<file path="config.mk">
export PLATFORM = sky130hd
export DESIGN_NAME = uc_fp_add
export DESIGN_NICKNAME = d
export VERILOG_FILES = /design/src/rtl/uc_fp_add.sv
export SDC_FILE = /design/constraint.sdc
export NUM_CORES = 1
export LEC_CHECK = 0
export CORE_ASPECT_RATIO = 1.1
export CORE_UTILIZATION = 36
export CTS_CLUSTER_DIAMETER = 200
export DETAILED_ROUTE_END_ITERATION = 10
export PLACE_DENSITY = 0.77
export SYNTH_ARGS = -nofsm -noshare
export SYNTH_HDL_FRONTEND = slang
export SYNTH_SLANG_ARGS = --single-unit
</file>
<file path="constraint.sdc">
create_clock -name clock -period 2.55 [get_ports clock]
set_input_delay 0.6375 -clock clock [delete_from_list [all_inputs] [get_ports clock]]
set_output_delay 0.6375 -clock clock [all_outputs]
set_load 0.03 [all_outputs]
</file>
<file path="src/rtl/uc_fp_add.sv">
// uc_fp_add: control FSM for the binary32 adder datapath; drives mux selects,
// alignment/normalization shifts, exponent adjust and rounding, with one renormalization pass.
module uc_fp_add (
  input  logic        clock,
  input  logic        reset,
  input  logic        iniciar,
  input  logic [31:0] operando_a,
  input  logic [31:0] operando_b,
  input  logic [7:0]  exp_dif,
  input  logic [26:0] ula,
  input  logic [26:0] round_fract,
  output logic        sinalMuxFP1,
  output logic        sinalMuxFP2,
  output logic        sinalMuxFP3,
  output logic        sinalMuxFP4,
  output logic        sinalMuxFP5,
  output logic [7:0]  sinalShiftFract,
  output logic [8:0]  sinalShiftRes,
  output logic [8:0]  sinalIncOrDec,
  output logic        sinalRound,
  output logic        ocupado,
  output logic        pronto,
  output logic        zero
);
  typedef enum logic [2:0] {IDLE, SOMA, NORMALIZA, ARREDONDA, VERIFICA, RENORMALIZA, FIM} state_t;
  state_t state_q, state_d;
  logic fp1_q, fp1_d, fp2_q, fp2_d, fp3_q, fp3_d, fp4_q, fp4_d, fp5_q, fp5_d;
  logic round_q, round_d, ocupado_q, ocupado_d, pronto_q, pronto_d, zero_q, zero_d;
  logic [7:0] shift_fract_q, shift_fract_d, lz;
  logic [8:0] shift_res_q, shift_res_d, inc_dec_q, inc_dec_d;
  logic b_larger;
  always_comb begin
    lz = 8'd25;
    for (int i = 0; i < 26; i++)
      if (ula[i]) lz = 8'(25 - i);
  end
  assign b_larger = operando_b[30:0] > operando_a[30:0];
  always_comb begin
    state_d       = state_q;
    fp1_d         = fp1_q;
    fp2_d         = fp2_q;
    fp3_d         = fp3_q;
    fp4_d         = fp4_q;
    fp5_d         = fp5_q;
    shift_fract_d = shift_fract_q;
    shift_res_d   = shift_res_q;
    inc_dec_d     = inc_dec_q;
    round_d       = round_q;
    zero_d        = zero_q;
    pronto_d      = 1'b0;
    case (state_q)
      IDLE: if (iniciar) begin
        state_d       = SOMA;
        fp1_d         = operando_a[30:23] < operando_b[30:23];
        fp2_d         = b_larger;
        fp3_d         = ~b_larger;
        fp4_d         = 1'b0;
        fp5_d         = 1'b0;
        shift_fract_d = exp_dif > 8'd27 ? 8'd27 : exp_dif;
        round_d       = 1'b0;
        zero_d        = 1'b0;
      end
      SOMA: begin
        state_d     = NORMALIZA;
        zero_d      = ula == '0;
        shift_res_d = ula == '0 ? 9'h100 : ula[26] ? 9'h001 : {1'b1, lz};
        inc_dec_d   = ula == '0 ? 9'h000 : ula[26] ? 9'h001 : {1'b1, lz};
      end
      NORMALIZA: begin
        state_d = ARREDONDA;
        round_d = 1'b1;
      end
      ARREDONDA: state_d = VERIFICA;
      VERIFICA: if (round_fract[26]) begin
        state_d     = RENORMALIZA;
        fp4_d       = 1'b1;
        fp5_d       = 1'b1;
        shift_res_d = 9'h001;
        inc_dec_d   = 9'h001;
        round_d     = 1'b0;
      end else state_d = FIM;
      RENORMALIZA: state_d = FIM;
      FIM: begin
        state_d  = IDLE;
        pronto_d = 1'b1;
      end
      default: state_d = IDLE;
    endcase
    ocupado_d = state_d != IDLE;
  end
  always_ff @(posedge clock or negedge reset) begin
    if (!reset) begin
      state_q       <= IDLE;
      fp1_q         <= 1'b0;
      fp2_q         <= 1'b0;
      fp3_q         <= 1'b0;
      fp4_q         <= 1'b0;
      fp5_q         <= 1'b0;
      shift_fract_q <= '0;
      shift_res_q   <= 9'h100;
      inc_dec_q     <= 9'h000;
      round_q       <= 1'b0;
      ocupado_q     <= 1'b0;
      pronto_q      <= 1'b0;
      zero_q        <= 1'b0;
    end else begin
      state_q       <= state_d;
      fp1_q         <= fp1_d;
      fp2_q         <= fp2_d;
      fp3_q         <= fp3_d;
      fp4_q         <= fp4_d;
      fp5_q         <= fp5_d;
      shift_fract_q <= shift_fract_d;
      shift_res_q   <= shift_res_d;
      inc_dec_q     <= inc_dec_d;
      round_q       <= round_d;
      ocupado_q     <= ocupado_d;
      pronto_q      <= pronto_d;
      zero_q        <= zero_d;
    end
  end
  assign sinalMuxFP1     = fp1_q;
  assign sinalMuxFP2     = fp2_q;
  assign sinalMuxFP3     = fp3_q;
  assign sinalMuxFP4     = fp4_q;
  assign sinalMuxFP5     = fp5_q;
  assign sinalShiftFract = shift_fract_q;
  assign sinalShiftRes   = shift_res_q;
  assign sinalIncOrDec   = inc_dec_q;
  assign sinalRound      = round_q;
  assign ocupado         = ocupado_q;
  assign pronto          = pronto_q;
  assign zero            = zero_q;
endmodule
</file>
==> results of run 1 <==
## layout by cell type, fill, tap and decap left out, types with 2 or more instances in the layout
master           synthesis  layout
clkbuf_8                 0       3
buf_4                   12      33
nor2_1                  26      26
nand2_1                 24      24
dfrtp_1                 25      25
a21oi_1                 19      19
a21o_1                   4       4
o22a_1                   2       2
a211oi_1                 6       6
clkdlybuf4s50_1          0     128
ha_1                    39      39
and2_1                   4       4
nor2b_1                  2       2
a31oi_1                  2       2
o31ai_1                  2       2
nor4_2                   2       2
and4_1                   2       2
a22o_1                   2       2
nor4_1                   6       5
inv_1                   47      47
conb_1                   1       6
nand3b_1                 2       2
nor3_1                   7       7
o21a_1                   5       5
nand4_1                  6       6
nand3_1                  5       5
a2111oi_0                2       2
o21ai_0                 18      18
a32o_1                   2       2
## cell families after synthesis
family | after synthesis
AO/OA/AOI/OAI | 75
other | 1
flip-flops | 26
buffers and inverters | 63
AND/OR/NAND/NOR | 94
multiplexers | 1
adder cells (fa/ha/maj) | 39
## state kept, by name (all words and copies together) (netlist names)
register         flops
sinalMuxFP3          1
sinalIncOrDec        1
zero                 1
state_q              3
sinalShiftRes        6
sinalShiftFract      8
sinalMuxFP5          1
sinalRound           1
ocupado              1
pronto               1
sinalMuxFP1          1
sinalMuxFP2          1
## how the worst min path moves through the flow
stage	from	endpoint	slack, ns	cells past startpoint
after global routing	sinalShiftFract[5]$_DFFE_PN0P_	sinalShiftFract[5]$_DFFE_PN0P_	0.52	1
after detailed placement	sinalShiftFract[6]$_DFFE_PN0P_	sinalShiftFract[6]$_DFFE_PN0P_	0.47	1
final	sinalShiftFract[5]$_DFFE_PN0P_	sinalShiftFract[5]$_DFFE_PN0P_	0.49	1
after floorplan	reset	ocupado$_DFF_PN0_	0.34	0
after CTS	sinalShiftFract[5]$_DFFE_PN0P_	sinalShiftFract[5]$_DFFE_PN0P_	0.50	1
after global placement	sinalShiftFract[5]$_DFFE_PN0P_	sinalShiftFract[5]$_DFFE_PN0P_	0.47	1
## per-stage QoR
step | setup slack (ns) | setup TNS [ns] | instance area, um2
after floorplan | 0.370 | 0 | 2440
after global placement | -0.217 | -0.752 | 3970
after detailed placement | -0.237 | -0.900 | 3970
after CTS | 0.0582 | 0 | 4040
after global routing | 0.00665 | 0 | 4060
final | 0.125 | 0 | 4060
## synthesized netlist by cell type (2+ instances only)
library cell	n
a2111oi_0	2
a211oi_1	6
a21o_1	4
a21oi_1	19
a22o_1	2
a31oi_1	2
a32o_1	2
and2_1	4
and4_1	2
buf_2	2
buf_4	12
dfrtp_1	25
ha_1	39
inv_1	47
nand2_1	24
nand3_1	5
nand3b_1	2
nand4_1	6
nor2_1	26
nor2b_1	2
nor3_1	7
nor4_1	6
nor4_2	2
o21a_1	5
o21ai_0	18
o22a_1	2
o31ai_1	2
## critical path, delay by kind of cell
| kind | cells | cell delay [ns] |
|---|---|---|
| compound gates | 2 | 0.56 |
| simple gates | 3 | 0.94 |
| buf+inv | 1 | 0.45 |
## cell type report
type	count	area, um2
fill	574	2490
timing repair buffer	162	1540
multi-input combinational	215	1520
sequential	26	652
inverter	47	176
tap	82	103
clock buffer	3	41.3
clock inverter	1	30.0
## timing repair
action,4_1_cts,5_1_grt
endpoints found under the hold margin,0,0
endpoints found under the setup margin,0,2
gates resized for setup,0,3
## power groups by stage
stage | logic (mW) | registers [mW] | clock network [mW]
3_3_place_gp | 1.14 | 0.630 | 0
3_5_place_dp | 1.16 | 0.635 | 0
6_report | 1.16 | 0.623 | 0.339
5_1_grt | 1.27 | 0.644 | 0.360
4_1_cts | 1.17 | 0.625 | 0.345
2_1_floorplan | 0.517 | 0.778 | 0
## per-layer routing
| layer | vias up | global-route usage [%] | wire, um |
|---|---|---|---|
| met3 | 14 | 3.44 | 597 |
| met5 | - | 0 | 0 |
| met2 | 123 | 38.5 | 3450 |
| li1 | 1346 | - | - |
| met1 | 1199 | 19.8 | 2690 |
| met4 | 0 | 5.19 | 111 |
==> impl_results.md, run 1 <==
* Slew Limit Fails at 0
* CORE AREA at 6560 um2
* H-tree depth at 1
* Period utilisation layout at 95.1%
* Synthesized area at 2430 um2
* Simple-gate portion of the synthesized area at 20.2%
* # port buffers at 129
* Static Leak at 1.88 nW
* Layout cells sized above 1 at 10.1%
* Post-synthesis mux area share at 0.413%
* Finished Layout Cells at 536
* Min Tclk post-route at 2.42 ns
* R2r endpoint: sinalMuxFP2$_DFFE_PN0P_
* Post-synthesis compound-gate area fraction at 20.3%
* Die Width at 80.3 um
* Crit-path cells: clkdlybuf4s50_1 > nor4_4 > nand2_1 > or4_4 > o31a_1 > a32o_1
* Switching share of total power at 38.4%
* Gpl congestion at 0.896
* Peak VDD IR at 393 uV
* Max-cap check violation count at 0
* Final WL at 6850 um
* Antenna-violating nets left at 0
* Clock Skew at 0.0110 ns
* Main synth FF type: dfrtp_1
* Post-Synthesis Cells at 299
* Syn Area/Cell at 8.11 um2
* Post-DP HPWL at 5930 um
* Initial antenna violation count at 0
* Synth Area in XOR/XNOR at 0%
* Post-CTS setup repair buffer count at 0
* Max incr delay on CP at 0.53 ns
* Clock power frac at 16.0%
* Largest family of logic cells by synthesized area: compound AO/OA/AOI/OAI gates
* Library cells used by synthesis at 51
* Initial DRC count at 101
* Element type at the critical path end: flop
* Vias at 2682
* Ys async rst share at 100%
* Crit path launch: ula[15]
* FF-to-FF setup slack at 0.51 ns
* Slowest-stage cell, CP: or4_4
* Final setup fails at 0
* Setup crit end: sinalShiftRes[2]$_DFFE_PN0P_
* Ys Warns at 0
* Die area at 7070 um2
* Hold crit path type: flop to flop
* RSZ-0062 raised after global routing: false
* Synth Area in Adders at 20.1%
* Fin nets at 623
* Hold Violations, Final at 0
* Grt total ovfl at 0
* Clock tree buffer depth at 2
* Starting Density at 37.0%
* R2r startpoint: state_q[1]$_DFF_PN0_
* Sequential share of the synthesized area at 26.9%
* Top cell type's share of synthesized area at 25.8%
* Diode count at 0
* CTS root buf: clkbuf_8
* Synth area leaders: dfrtp_1 (26%), ha_1 (20%), inv_1 (7.3%)
* DR pass1 iterations at 4
* Clk sinks at 26
* Hold Buf Count CTS at 0
* Pin count of the biggest net entering global routing at 19
* EDFF count, synth at 0
* CTS tree: done
* CP Class: primary input to flop
* PwrDens at 523 nW/um2
* FF+latch count, synth at 26
* Num CTS Buffers at 3
* Rows at 31
* Switching power total at 815 uW
* Internal power at 1.31 mW
* Die span in y at 88.1 um
* GRT Resource Usage Total at 19.1%
* Max Freq at 412 MHz
* Comb pwr share at 54.7%
* Data arrival, critical path at 2.60 ns
* Placed cells at 532
* Reg2Reg Depth at 5
* Sequential power share at 29.3%
* Worst Path Required at 2.72 ns
* Synthesis-to-layout area growth at 67.4%
* Vias per cell at 5.00
* Most area-hungry cell type in the Yosys netlist: dfrtp_1
* IO Pins at 164
* CTS clk-pin slew, worst paths at 0.09 ns
* CP Max Fanout at 5
* Status: finished, final reports clean
* Routed WL per cell at 12.8 um
* Final Core Density at 61.9%
* Clk_lat worst skew at 0.27 ns
* Vias in the first global route at 2575
* Worst hold slack at 0.493 ns
* Global-route wire length before repair at 10700 um
* CP Launch Type: primary input
* Total Power at 2.12 mW
* DRC Markers at 0
(Power assumes the default switching activity.)
==> run 2: changes to the inputs <==
CAP_MARGIN = 5   (was not set)
GPL_TIMING_DRIVEN = 0   (was not set)
==> run 2 against run 1 <==
Compared with the run above: via count decreased by 3.4%; non-clock buffer count decreased by 16; first-iteration DRC count decreased by 44%; critical path depth unchanged; register-to-register slack improved by 0.04 ns; sequential cell count unchanged; clock skew decreased by 0.0039 ns; die area unchanged; combinational power increased by 6%; routed wire length decreased by 3.7%; sequential power decreased by 4.7%.
==> impl_results.md, run 2 (same netlist as run 1, synthesis figures left out) <==
* Status: finished, final reports clean
* CP Launch Type: primary input
* Diode count at 0 (unchanged)
* Pin count of the biggest net entering global routing at 27 (+8)
* Clock power frac at 15.8% (-0.2 points)
* Min Tclk post-route at 2.51 ns (+0.0803 ns)
* Initial DRC count at 57 (-44%)
* Placed cells at 515 (-3.2%)
* GRT Resource Usage Total at 18.3% (-0.76 points)
* CTS root buf: clkbuf_8
* DR pass1 iterations at 4 (unchanged)
* Layout cells sized above 1 at 7.53% (-2.6 points)
* Synthesis-to-layout area growth at 64.8%
* Grt total ovfl at 0 (unchanged)
* Element type at the critical path end: flop
* Crit path launch: ula[17]
* Finished layout cell area at 4000 um2 (-1.5%)
* Comb pwr share at 56.8% (+2.1 points)
* Gpl congestion at 0.855 (-4.6%)
* Vias per cell at 4.98 (-0.42%)
* PwrDens at 541 nW/um2 (+3.4%)
* Final WL at 6600 um (-3.7%)
* Static Leak at 1.83 nW (-2.6%)
* R2r endpoint: sinalMuxFP3$_DFFE_PN0P_
* Reg2Reg Depth at 6 (+1)
* Switching power total at 835 uW (+2.5%)
* Starting Density at 37.0% (unchanged)
* Final setup fails at 0 (unchanged)
* Die Width at 80.3 um (unchanged)
* CP Max Fanout at 5 (unchanged)
* Die span in y at 88.1 um (unchanged)
* Worst Path Required at 2.72 ns (about the same)
* Hold Path End: sinalShiftFract[2]$_DFFE_PN0P_
* Slew @ Worst Pin at 0.585 ns
* FF-to-FF setup slack at 0.55 ns (+0.04 ns)
* Hold Buf Count CTS at 0 (unchanged)
* Sequential power share at 27.5% (-1.8 points)
* CTS tree: done
* Clk sinks at 26 (unchanged)
* Die area at 7070 um2 (unchanged)
* Clock Skew at 0.00707 ns (-0.00393 ns)
* Worst Hold Launch: sinalShiftFract[2]$_DFFE_PN0P_
* Peak VDD IR at 466 uV (+18%)
* Num CTS Buffers at 3 (unchanged)
* Rows at 31 (unchanged)
* Filler cells at 587 (+2.3%)
* CP Class: primary input to flop
* # port buffers at 129 (unchanged)
* Hold Violations, Final at 0 (unchanged)
* Worst setup margin at 0.0449 ns (-0.0803 ns)
* Slew Limit Fails at 0 (unchanged)
* Area after DPL at 3840 um2 (-3.3%)
* Period utilisation layout at 98.2% (+3.1 points)
* CORE AREA at 6560 um2 (unchanged)
* H-tree depth at 1 (unchanged)
* CTS clk-pin slew, worst paths at 0.09 ns (about the same)
* Internal power at 1.33 mW (+1.4%)
* Antenna-violating nets left at 0 (unchanged)
* R2r startpoint: state_q[2]$_DFF_PN0_
* Fin nets at 607 (-2.6%)
* Max Freq at 399 MHz (-3.2%)
* Commonest non-fill, non-tap cell in the layout: clkdlybuf4s50_1
* IO Pins at 164 (unchanged)
* Switching share of total power at 38.6% (+0.26 points)
* Routed WL per cell at 12.7 um (-0.74%)
* Total Power at 2.16 mW (+1.8%)
* Max-cap check violation count at 0 (unchanged)
* Data arrival, critical path at 2.68 ns (+0.08 ns)
* Post-CTS setup repair buffer count at 0 (unchanged)
* Clock tree buffer depth at 2 (unchanged)
* Vias in the first global route at 2438 (-5.3%)
* Hold crit path type: flop to flop
* Initial antenna violation count at 0 (unchanged)
* Most frequent cells in the layout: clkdlybuf4s50_1 (128), inv_1 (47), ha_1 (39)
* Finished Layout Cells at 520 (-3.0%)
* Vias at 2591 (-3.4%)
* Final Core Density at 61.0% (-0.94 points)
* RSZ-0062 raised after global routing: false
* DRC Markers at 0 (unchanged)
* Global-route wire length before repair at 10200 um (-4.0%)
* Max_slew headroom at 60.9%
* WHS Path Cells at 2 (+1)
* Post-DP HPWL at 5640 um (-4.8%)
* Largest register FFs at 8 (unchanged)
* Clk_lat worst skew at 0.27 ns (about the same)
* Pre-CTS setup slack at -0.337 ns (-0.0993 ns)
run 2: changes by cell type in the layout (fill, tap and decap cells not counted), sizes merged:
cell    previous run  this run
buf               33        16
clkbuf             3         4
run 2: metal layers:
metal | global-route usage (%) | part of all wire [%] | vias up | wire (um)
li1 | - | - | 1314 | -
met1 | 18.9 | 40 | 1172 | 2620
met2 | 36.9 | 50 | 101 | 3330
met3 | 3.85 | 9.2 | 4 | 607
met4 | 4.71 | 0.52 | 0 | 34
met5 | 0 | 0 | - | 0
run 2: what timing repair did:
| item | 4_1_cts | 5_1_grt |
|---|---|---|
| resized for setup | 1 | 9 |
| pin swaps | 0 | 1 |
| setup endpoints to repair | 1 | 5 |
run 2: power groups by stage:
stage | clock [mW] | combinational (mW) | sequential [mW]
after floorplan | 0 | 0.517 | 0.778
after global placement | 0 | 1.19 | 0.600
after detailed placement | 0 | 1.21 | 0.604
after CTS | 0.352 | 1.22 | 0.595
after global routing | 0.365 | 1.34 | 0.609
final | 0.341 | 1.23 | 0.594
run 2: worst max path at each step:
stage                                   end  depth (start not counted)  slack (ns)
2_1_floorplan  sinalShiftRes[2]$_DFFE_PN0P_                          5        0.37
3_3_place_gp        sinalMuxFP3$_DFFE_PN0P_                          6       -0.29
3_5_place_dp        sinalMuxFP3$_DFFE_PN0P_                          6       -0.34
4_1_cts        sinalShiftRes[2]$_DFFE_PN0P_                          6        0.02
5_1_grt        sinalShiftRes[2]$_DFFE_PN0P_                          6      0.0009
6_report       sinalShiftRes[2]$_DFFE_PN0P_                          6        0.04
run 2: worst max-delay path, stage by stage:
cell	delay (ns)
clkdlybuf4s50_1	0.48
nor4_4	0.33
nand2_1	0.13
or4_4	0.53
o31a_1	0.32
a32o_1	0.25
run 2: metrics by stage:
step	TNS [ns]	hold slack, ns
2_1_floorplan	0	0.342
3_3_place_gp	-1.28	0.468
3_5_place_dp	-1.27	0.470
4_1_cts	0	0.495
5_1_grt	0	0.507
6_report	0	0.491
run 2: cell type report:
type,count,area (um2),share of cell area [%]
plain buffers,16,115,2.88
clock buffers,3,41.3,1.03
repair buffers,130,1320,33.0
multi-input cells,215,1560,39.0
clock inverters,1,30.0,0.751
inverters,47,176,4.41
well taps,82,103,2.57
flip-flops and latches,26,652,16.3
==> run 3: changes to the inputs <==
CORE_UTILIZATION = 39   (was 36)
PLACE_DENSITY = 0.83   (was 0.77)
SLEW_MARGIN = 10   (was not set)
TNS_END_PERCENT = 20   (was not set)
clock period = 3 ns   (was 2.55 ns; I/O delays follow)
==> run 3 against run 2 <==
Compared with the run above: worst hold slack got worse by 0.026 ns; sequential cell count unchanged; non-clock buffer count fell by 1; total power is 19% lower; largest cell class unchanged.
==> impl_results.md, run 3 (same netlist as run 1, synthesis figures left out) <==
* Static Leak at 1.78 nW (-2.6%)
* Most frequent cells in the layout: clkdlybuf4s50_1 (128), inv_1 (47), ha_1 (39)
* Grt total ovfl at 0 (unchanged)
* Peak VDD IR at 363 uV (-22%)
* Clock tree buffer depth at 2 (unchanged)
* Clock Skew at 0.00308 ns (-0.00399 ns)
* CTS root buf: clkbuf_8
* Gpl congestion at 0.808 (-5.4%)
* Vias at 2600 (+0.35%)
* Max_slew headroom at 62.2% (+1.3 points)
* Routed WL per cell at 12.9 um (+1.3%)
* Clk sinks at 26 (unchanged)
* R2r startpoint: state_q[2]$_DFF_PN0_
* CORE AREA at 5880 um2 (-10%)
* Filler cells at 515 (-12%)
* Max-cap check violation count at 0 (unchanged)
* Data arrival, critical path at 2.85 ns (+0.17 ns)
* Commonest non-fill, non-tap cell in the layout: clkdlybuf4s50_1
* Pin count of the biggest net entering global routing at 27 (unchanged)
* Hold Buf Count CTS at 0 (unchanged)
* Die span in y at 84.7 um (-3.8%)
* Crit path launch: ula[14]
* Setup_tns at 0 ns (unchanged)
* Post-DP HPWL at 5790 um (+2.6%)
* Diode count at 0 (unchanged)
* Antenna-violating nets left at 0 (unchanged)
* Final setup fails at 0 (unchanged)
* Area after DPL at 3830 um2 (-0.16%)
* Starting Density at 41.3% (+4.3 points)
* IO Pins at 164 (unchanged)
* Initial antenna violation count at 0 (unchanged)
* Status: finished, final reports clean
* RSZ-0062 raised after global routing: false
* Rows at 29 (-6.5%)
* Num CTS Buffers at 3 (unchanged)
* Final WL at 6610 um (+0.17%)
* Hold crit path type: primary input to asynchronous set/reset pin
* H-tree depth at 1 (unchanged)
* CP Max Fanout at 5 (unchanged)
* Synthesis-to-layout area growth at 60.3%
* CTS tree: done
* Post-CTS setup repair buffer count at 0 (unchanged)
* Min Tclk post-route at 2.69 ns
* Die Width at 77.2 um (-3.8%)
* GRT Resource Usage Total at 20.2% (+1.9 points)
* # port buffers at 129 (unchanged)
* Layout cells sized above 1 at 6.64% (-0.90 points)
* Global-route wire length before repair at 10800 um (+5.5%)
* Clk_lat worst skew at 0.27 ns (about the same)
* Largest register FFs at 8 (unchanged)
* Period utilisation layout at 89.8%
* CTS clk-pin slew, worst paths at 0.08 ns (about the same)
* CP Class: primary input to flop
* Slew @ Worst Pin at 0.568 ns (-0.0176 ns)
* Initial DRC count at 65 (+14%)
* DRC Markers at 0 (unchanged)
* Element type at the critical path end: flop
* Die area at 6540 um2 (-7.5%)
* Vias per cell at 5.06 (+1.5%)
* Max Freq at 371 MHz
* Fin nets at 606 (-0.16%)
* Slew Limit Fails at 0 (unchanged)
* Vias in the first global route at 2499 (+2.5%)
* DR pass1 iterations at 4 (unchanged)
* Finished layout cell area at 3890 um2 (-2.8%)
* Hold Violations, Final at 0 (unchanged)
* PwrDens at 449 nW/um2 (-17%)
* Post_cts resized at 0 (-1)
* CP Launch Type: primary input
* Worst Path Required at 3.16 ns (+0.44 ns)
[run 3: area by class of cell]
class	instances	area (um2)	area share [%]
multi-input cells	215	1510	38.8
clock buffers	4	55.1	1.42
well taps	77	96.3	2.48
flip-flops and latches	26	652	16.8
repair buffers	129	1290	33.1
plain buffers	16	115	2.96
inverters	47	176	4.54
[run 3: per-stage QoR]
step / hold WS, ns / cells / setup WS, ns / utilization (%) / power, mW
2_1_floorplan: 0.454 / 304 / 0.707 / - / 1.10
3_3_place_gp: 0.466 / 510 / 0.0570 / 65.2 / 1.51
3_5_place_dp: 0.474 / 510 / 0.0311 / 65.2 / 1.54
4_1_cts: 0.498 / 514 / 0.320 / 66.1 / 1.76
5_1_grt: 0.499 / 514 / 0.231 / 66.2 / 1.87
6_report: 0.465 / 514 / 0.307 / 66.2 / 1.75
[run 3: final timing paths]
| check | to | slack, ns | depth (start not counted) |
|---|---|---|---|
| max | sinalShiftRes[2]$_DFFE_PN0P_ | 0.31 | 6 |
| min | sinalShiftFract[4]$_DFFE_PN0P_ | 0.47 | 1 |
| max reg2reg | sinalMuxFP3$_DFFE_PN0P_ | 1.05 | 6 |
| min reg2reg | sinalShiftFract[5]$_DFFE_PN0P_ | 0.50 | 1 |
| max in group asynchronous | sinalShiftRes[8]$_DFFE_PN1P_ | 2.16 | 1 |
| min in group clock | sinalShiftFract[5]$_DFFE_PN0P_ | 0.50 | 1 |
[run 3: power breakdown]
part | internal [mW] | leakage [nW] | switching [mW]
registers | 0.451 | 0.317 | 0.0527
clock network | 0.117 | 0.0288 | 0.104
logic | 0.493 | 1.44 | 0.530
[run 3: worst max-delay path: stages]
cell and delay [ns]:
clkdlybuf4s50_1 0.46, nor4_2 0.38, nand2_1 0.15, or4_4 0.54, o31a_1 0.32, a32o_1 0.25
[run 3: metal layers]
layer / vias to the layer above / wire length, um / global-route usage (%)
met2: 109 / 3340 / 38.9
met5: - / 0 / 0
met4: 0 / 54 / 3.95
li1: 1314 / - / -
met1: 1171 / 2700 / 22.1
met3: 6 / 520 / 4.89
